**config.mk**
```make
export PLATFORM = sky130hd
export DESIGN_NAME = serial_deserializer
export DESIGN_NICKNAME = d
export VERILOG_FILES = /design/src/rtl/deser_pkg.sv /design/src/rtl/deser_out_slot.sv /design/src/rtl/serial_deserializer.sv
export SDC_FILE = /design/constraint.sdc
export NUM_CORES = 1
export LEC_CHECK = 0
export ABC_AREA = 1
export CORE_MARGIN = 2
export CORE_UTILIZATION = 54
export CTS_BUF_LIST = sky130_fd_sc_hd__clkbuf_8 sky130_fd_sc_hd__clkbuf_16
export DETAILED_ROUTE_END_ITERATION = 12
export PLACE_DENSITY_LB_ADDON = 0.08
export SLEW_MARGIN = 5
export SYNTH_ARGS = -nofsm -noshare
export SYNTH_HDL_FRONTEND = slang
export SYNTH_SLANG_ARGS = --single-unit
```
**constraint.sdc**
```tcl
create_clock -name clk -period 4.9 [get_ports clk]
set_input_delay 0.98 -clock clk [delete_from_list [all_inputs] [get_ports clk]]
set_output_delay 0.98 -clock clk [all_outputs]
set_load 0.03 [all_outputs]
```
**src/rtl/deser_pkg.sv**
```systemverilog
// Shared types and helpers for the serial deserializer.
package deser_pkg;

  typedef enum logic {
    COLLECT = 1'b0,
    PARITY  = 1'b1
  } state_t;

  function automatic int unsigned cnt_width(input int unsigned width);
    return (width > 1) ? $clog2(width) : 1;
  endfunction

endpackage

```
**src/rtl/deser_out_slot.sv**
```systemverilog
// Single-entry output holding register with valid/ready handshake.
module deser_out_slot
  import deser_pkg::*;
#(
  parameter int unsigned DATA_WIDTH = 32
) (
  input  logic                  clk,
  input  logic                  reset,
  input  logic                  load,
  input  logic [DATA_WIDTH-1:0] word,
  input  logic                  perr,
  input  logic                  dout_ready,
  output logic [DATA_WIDTH-1:0] dout,
  output logic                  dout_valid,
  output logic                  parity_err
);

  // A load may coincide with a completed transfer; the new word wins.
  always_ff @(posedge clk or posedge reset) begin
    if (reset) begin
      dout       <= '0;
      dout_valid <= 1'b0;
      parity_err <= 1'b0;
    end else if (load) begin
      dout       <= word;
      dout_valid <= 1'b1;
      parity_err <= perr;
    end else if (dout_valid && dout_ready) begin
      dout_valid <= 1'b0;
    end
  end

endmodule

```
**src/rtl/serial_deserializer.sv**
```systemverilog
// LSB-first serial-to-parallel converter with a one-word output slot.
// Define DESER_PARITY_EN to append an even-parity bit to every word.
module serial_deserializer
  import deser_pkg::*;
#(
  parameter int unsigned DATA_WIDTH = 32
) (
  input  logic                  clk,
  input  logic                  reset,
  input  logic                  din,
  input  logic                  din_valid,
  output logic                  din_ready,
  output logic [DATA_WIDTH-1:0] dout,
  output logic                  dout_valid,
  input  logic                  dout_ready,
  output logic                  parity_err
);

  localparam int unsigned    CW       = cnt_width(DATA_WIDTH);
  localparam logic [CW-1:0]  LAST_IDX = CW'(DATA_WIDTH - 1);

  state_t                state_q, state_d;
  logic [CW-1:0]         cnt_q;
  logic [DATA_WIDTH-1:0] shreg_q;
  logic [DATA_WIDTH-1:0] word;
  logic                  accept, last_bit, completing, load, perr;

  assign accept    = din_valid && din_ready;
  assign last_bit  = (cnt_q == LAST_IDX);
  // Stall only the word-completing bit, and only if the slot cannot drain.
  assign din_ready = !(completing && dout_valid && !dout_ready);

  always_ff @(posedge clk or posedge reset) begin
    if (reset) state_q <= COLLECT;
    else       state_q <= state_d;
  end

  always_comb begin
    state_d    = state_q;
    completing = 1'b0;
    load       = 1'b0;
    perr       = 1'b0;
    word       = shreg_q;
`ifdef DESER_PARITY_EN
    case (state_q)
      COLLECT: begin
        if (accept && last_bit) state_d = PARITY;
      end
      PARITY: begin
        completing = 1'b1;
        if (accept) begin
          load    = 1'b1;
          perr    = (^shreg_q) ^ din;
          state_d = COLLECT;
        end
      end
      default: state_d = COLLECT;
    endcase
`else
    state_d     = COLLECT;
    completing  = (state_q == COLLECT) && last_bit;
    load        = accept && completing;
    word[cnt_q] = din;
`endif
  end

  always_ff @(posedge clk or posedge reset) begin
    if (reset) begin
      cnt_q   <= '0;
      shreg_q <= '0;
    end else begin
      if (accept && state_q == COLLECT) begin
        shreg_q[cnt_q] <= din;
        cnt_q          <= last_bit ? '0 : cnt_q + CW'(1);
      end
      if (load) shreg_q <= '0;
    end
  end

  deser_out_slot #(
    .DATA_WIDTH(DATA_WIDTH)
  ) u_out_slot (
    .clk        (clk),
    .reset      (reset),
    .load       (load),
    .word       (word),
    .perr       (perr),
    .dout_ready (dout_ready),
    .dout       (dout),
    .dout_valid (dout_valid),
    .parity_err (parity_err)
  );

endmodule
```
* Word-level counts from Yosys, hierarchy flattened *
Cells that the tools add are included.

word-level totals
  bits in registers = 70
  output and inout port bits = 35
  word-level logic and storage cells = 26
  bits of input ports = 5

operators by class
  reductions and logical operators = 10
  multiplexer cells = 8
  $lt $le $gt $ge = 2
  add/subtract/negate cells = 1
  equal/unequal tests = 1

operator list
  operator                                                            count
  2-to-1 mux 32 bit                                                   2
  bitwise mux 32 bit                                                  1
  logical AND 1 bit                                                   6
  < comparator 5 x 6 -> 1 bit (second input constant)                 1
  adder 5 x 1 -> 5 bit (second input constant)                        1
  demux 1 bit (select 5 bit)                                          1
  equality test 5 bit (second input constant)                         1
  greater-or-equal comparator 5 x 1 -> 1 bit (second input constant)  1
  2-to-1 mux 5 bit                                                    1
  nonzero test 2 bit                                                  2
  2-to-1 mux 1 bit                                                    3
  logical NOT 1 bit                                                   2

* Longest topological paths before layout *
  word-level depth = 7
  depth in mapped cells = 12
  gate-level depth less buffers = 10

* Hierarchy *
From an unflattened synthesis, not the netlist that was laid out.

unflattened totals
  cell total of the unflattened synthesis = 516
  area, all modules = 3819.9 um^2

modules (own cells, without submodules)
  module               cells an instance  times used  area each (um^2)
  serial_deserializer  371                1           2477.4
  deser_out_slot       145                1           1342.5

* Worst setup path before layout *
OpenSTA, ideal clock, no wires.

  path kind = reg2out
  start = reg cnt_q[0]
  end = out din_ready
  setup slack = 2390 ps
  path buffers = 1
  arrival = 1530 ps
  cell stages (with the launch flop) = 9
  required time = 3920 ps
  cell sequence = dfrtp_1 > ha_1 > clkbuf_1 > inv_1 > nor2_1 > ha_1 > nand2_1 > nor2_1 > inv_1

between the ends
  longest elaborated chain between the ends = 4

RTL lines
  item                            line                       source
  start, declared                 serial_deserializer.sv:23  logic [CW-1:0] cnt_q;
  start signal, assigned          serial_deserializer.sv:74  cnt_q <= last_bit ? '0 : cnt_q + CW'(1);
  equality test 5 bit             serial_deserializer.sv:29  assign last_bit = (cnt_q == LAST_IDX);
  logical AND 1 bit (2 in a row)  serial_deserializer.sv:31  assign din_ready = !(completing && dout_valid && !dout_ready);
  logical NOT 1 bit               serial_deserializer.sv:31
  end, declared                   serial_deserializer.sv:12  output logic din_ready,

No other way between the ends.

* Final worst setup path *
Ends and elaborated chain as after synthesis.

==> qor.csv <==
stage,metric,value,unit
worst_hold_path,hold crit path type,reg -> reg,
placed_design,DP Area,0.00393,sq mm
final_layout,Finished Cell Area,0.00410,sq mm
final_layout,Final nets,505,
placed_design,IO buf count,38,
routing,# DRC,0,
floorplanning,row count,29,
final_layout,share of cells above drive strength 1,5.82,%
worst_setup_path,Critical Path End Type,output pin,
placed_design,hpwl dp,4990,microns
worst_setup_path,"Data arrival, critical path",2740,ps
floorplanning,die area,0.00731,sq mm
final_layout,"Area growth, synth to finish",14.3,%
clock_tree,clock latency on the worst-skew pair,330,ps
run,max-cap violations,0,
clock_tree,Clock Root Buffer,clkbuf_8,
placed_design,Post-Place Cells,561,
final_layout,antenna cells,0,
power,Peak VDD IR,0.255,mV
logic_synthesis,"Cell Area, Synth",0.00359,sq mm
sta,Highest Clock Rate,269,MHz
clock_tree,H-tree levels,3,
sta,Tmin final,3720,ps
floorplanning,CORE AREA,0.00639,sq mm
global_routing,GRT Residual Overflow,0,
logic_synthesis,Synth top area share,48.8,%
final_layout,Finished Core Util,64.2,%
routing,Vias/cell,5.48,
logic_synthesis,syn_nets,484,
sta,setup_tns,0,ps
floorplanning,io pins,40,
routing,1st-pass router iterations,5,
routing,initial DRC count,258,
clock_tree,Post-CTS Setup Bufs,0,
floorplanning,die span in y,85.5,microns
routing,routed length per instance,14.2,microns
sta,RSZ-0062 raised after global routing,false,
logic_synthesis,Mapped Cells,474,
logic_synthesis,Synth Area per Inst,7.57,sq um
logic_synthesis,synthesized flop and latch total,70,
final_layout,most frequent cells in the layout,"nand2_1 (184), nand3_1 (95), dfrtp_1 (70)",
placed_design,Placer Congestion,0.830,
clock_tree,CTS resizes,0,
global_routing,vias in the first global route,3021,
logic_synthesis,Yosys top cell by area,dfrtp_1,
worst_setup_path,crit-path cells,"ha_1, inv_1, nor2_1, ha_1, nand2_1, nor2_1, inv_1, clkdlybuf4s50_1",
logic_synthesis,Main synth FF type,dfrtp_1,
global_routing,GRT Total Usage,23.8,%
logic_synthesis,Post-synth EDFFs,0,
routing,drt total wl,8140,microns
outcome,outcome,finished clean,
logic_synthesis,Unique masters post-synth,19,
floorplanning,DIE WIDTH,85.5,microns
power,Leakage,2.18,nW
clock_tree,CTS Buf Count,9,
clock_tree,CTS tree,built,
sta,skew final,9.63,ps
sta,period utilisation layout,75.9,%
sta,Max-slew headroom,29.2,%
global_routing,first-pass GRT wire length,14000,microns
logic_synthesis,post-synthesis sequential area ratio,48.8,%
worst_setup_path,Worst path slowest cell,clkdlybuf4s50_1,
clock_tree,clock-pin slew on the worst setup and hold paths,60,ps
sta,Final Setup Violations,0,
global_routing,largest net degree at the start of global routing,42,
sta,"Hold Violations, Final",0,
global_routing,initial antenna violation count,0,
routing,DR vias,3149,
floorplanning,Initial Util,56.2,%
worst_setup_path,Worst Path Max Fanout,16,
clock_tree,"Hold-fix buffers, CTS",0,
logic_synthesis,ys async rst share,100,%
power,Cell Pwr Density,460,mW/mm^2
sta,actual slew at the worst max-slew pin,1060,ps
routing,DRT antenna net count,0,
worst_setup_path,required time of the critical path,3920,ps
worst_setup_path,critical path type,reg -> out,
final_layout,"commonest non-fill, non-tap cell in the layout",nand2_1,
clock_tree,CTS Sinks,70,
logic_synthesis,Ys Warns,0,
logic_synthesis,synth top area cells,"dfrtp_1 (49%), nand2_1 (19%), nand3_1 (13%), nand4_1 (4.5%), inv_1 (4.5%)",
worst_setup_path,max incr delay on CP,590,ps
sta,"Slew Viols, Final",0,
clock_tree,CTS Buffer Depth,2,
worst_setup_path,CP startpoint kind,register,
final_layout,final std cells w/o fill,575,
-- critical path: cells and delay by family, from the launching register on --
family / cells / cell delay (ps)
fa+ha+maj: 2 / 800
buf+inv: 3 / 800
flops: 1 / 420
simple gates: 3 / 380
-- synth_stat cells (2+ instances only) --
| cell type | instances |
|---|---|
| buf_2 | 14 |
| buf_4 | 7 |
| clkbuf_1 | 10 |
| dfrtp_1 | 70 |
| ha_1 | 5 |
| inv_1 | 43 |
| inv_2 | 3 |
| nand2_1 | 184 |
| nand3_1 | 95 |
| nand4_1 | 26 |
| nor2_1 | 3 |
| nor2_2 | 4 |
| nor2_4 | 2 |
| o21ai_0 | 3 |
-- sequential cells by signal, indices dropped and copies added (netlist names) --
| name | flops |
|---|---|
| u_out_slot.dout | 32 |
| u_out_slot.dout_valid | 1 |
| shreg_q | 32 |
| cnt_q | 5 |
-- stage by stage --
stage / total power, mW / hold slack, ps / setup slack, ps
floorplan: 1.33 / 443 / 2150
global placement: 1.43 / 460 / 1630
detailed placement: 1.47 / 460 / 1560
CTS: 1.89 / 478 / 1190
global route: 2.03 / 500 / 996
finish: 1.88 / 477 / 1180
-- worst paths after layout --
check / from / endpoint / slack [ps] / cells after the start
setup / recovery: cnt_q[0] / din_ready / 1180 / 8
max in group asynchronous: reset / cnt_q[2] / 2830 / 3
hold / removal: shreg_q[31] / shreg_q[31] / 480 / 2
min in group asynchronous: reset / u_out_slot.dout[12] / 1160 / 2
setup reg to reg: cnt_q[0] / u_out_slot.dout[11] / 2220 / 9
hold reg to reg: shreg_q[31] / shreg_q[31] / 480 / 2
-- power breakdown --
group	switching (mW)	internal, mW
Sequential	0.123	0.727
Clock	0.201	0.217
Combinational	0.413	0.203
-- per-layer routing --
metal  wire length, microns  part of all wire (%)  GRT usage (%)  vias to the layer above
li1                       -                     -              -                     1550
met1                   3810                    47           33.8                     1492
met2                   3750                    46           38.1                       96
met3                    456                   5.6           3.56                       11
met4                    121                   1.5           7.50                        0
met5                      0                     0              0                        -
-- cell families (layout without fill, tap and decap cells) --
family          Yosys count  in the layout  synth area share [%]
simple gates            315            315                  39.0
buf+inv                  78            102                  9.59
flops                    70             70                  48.8
fa+ha+maj                 5              5                  1.74
compound gates            5              5                 0.767
other cells               1              1                 0.105
-- final cells by class --
type | instances | area, sq um
fill | 552 | 2290
sequential | 70 | 1750
multi-input combinational | 326 | 1490
timing repair buffer | 42 | 410
inverter | 46 | 173
clock buffer | 12 | 165
tap | 77 | 96.3
clock inverter | 2 | 8.76
Note: power is estimated with default switching activity, not from simulation.
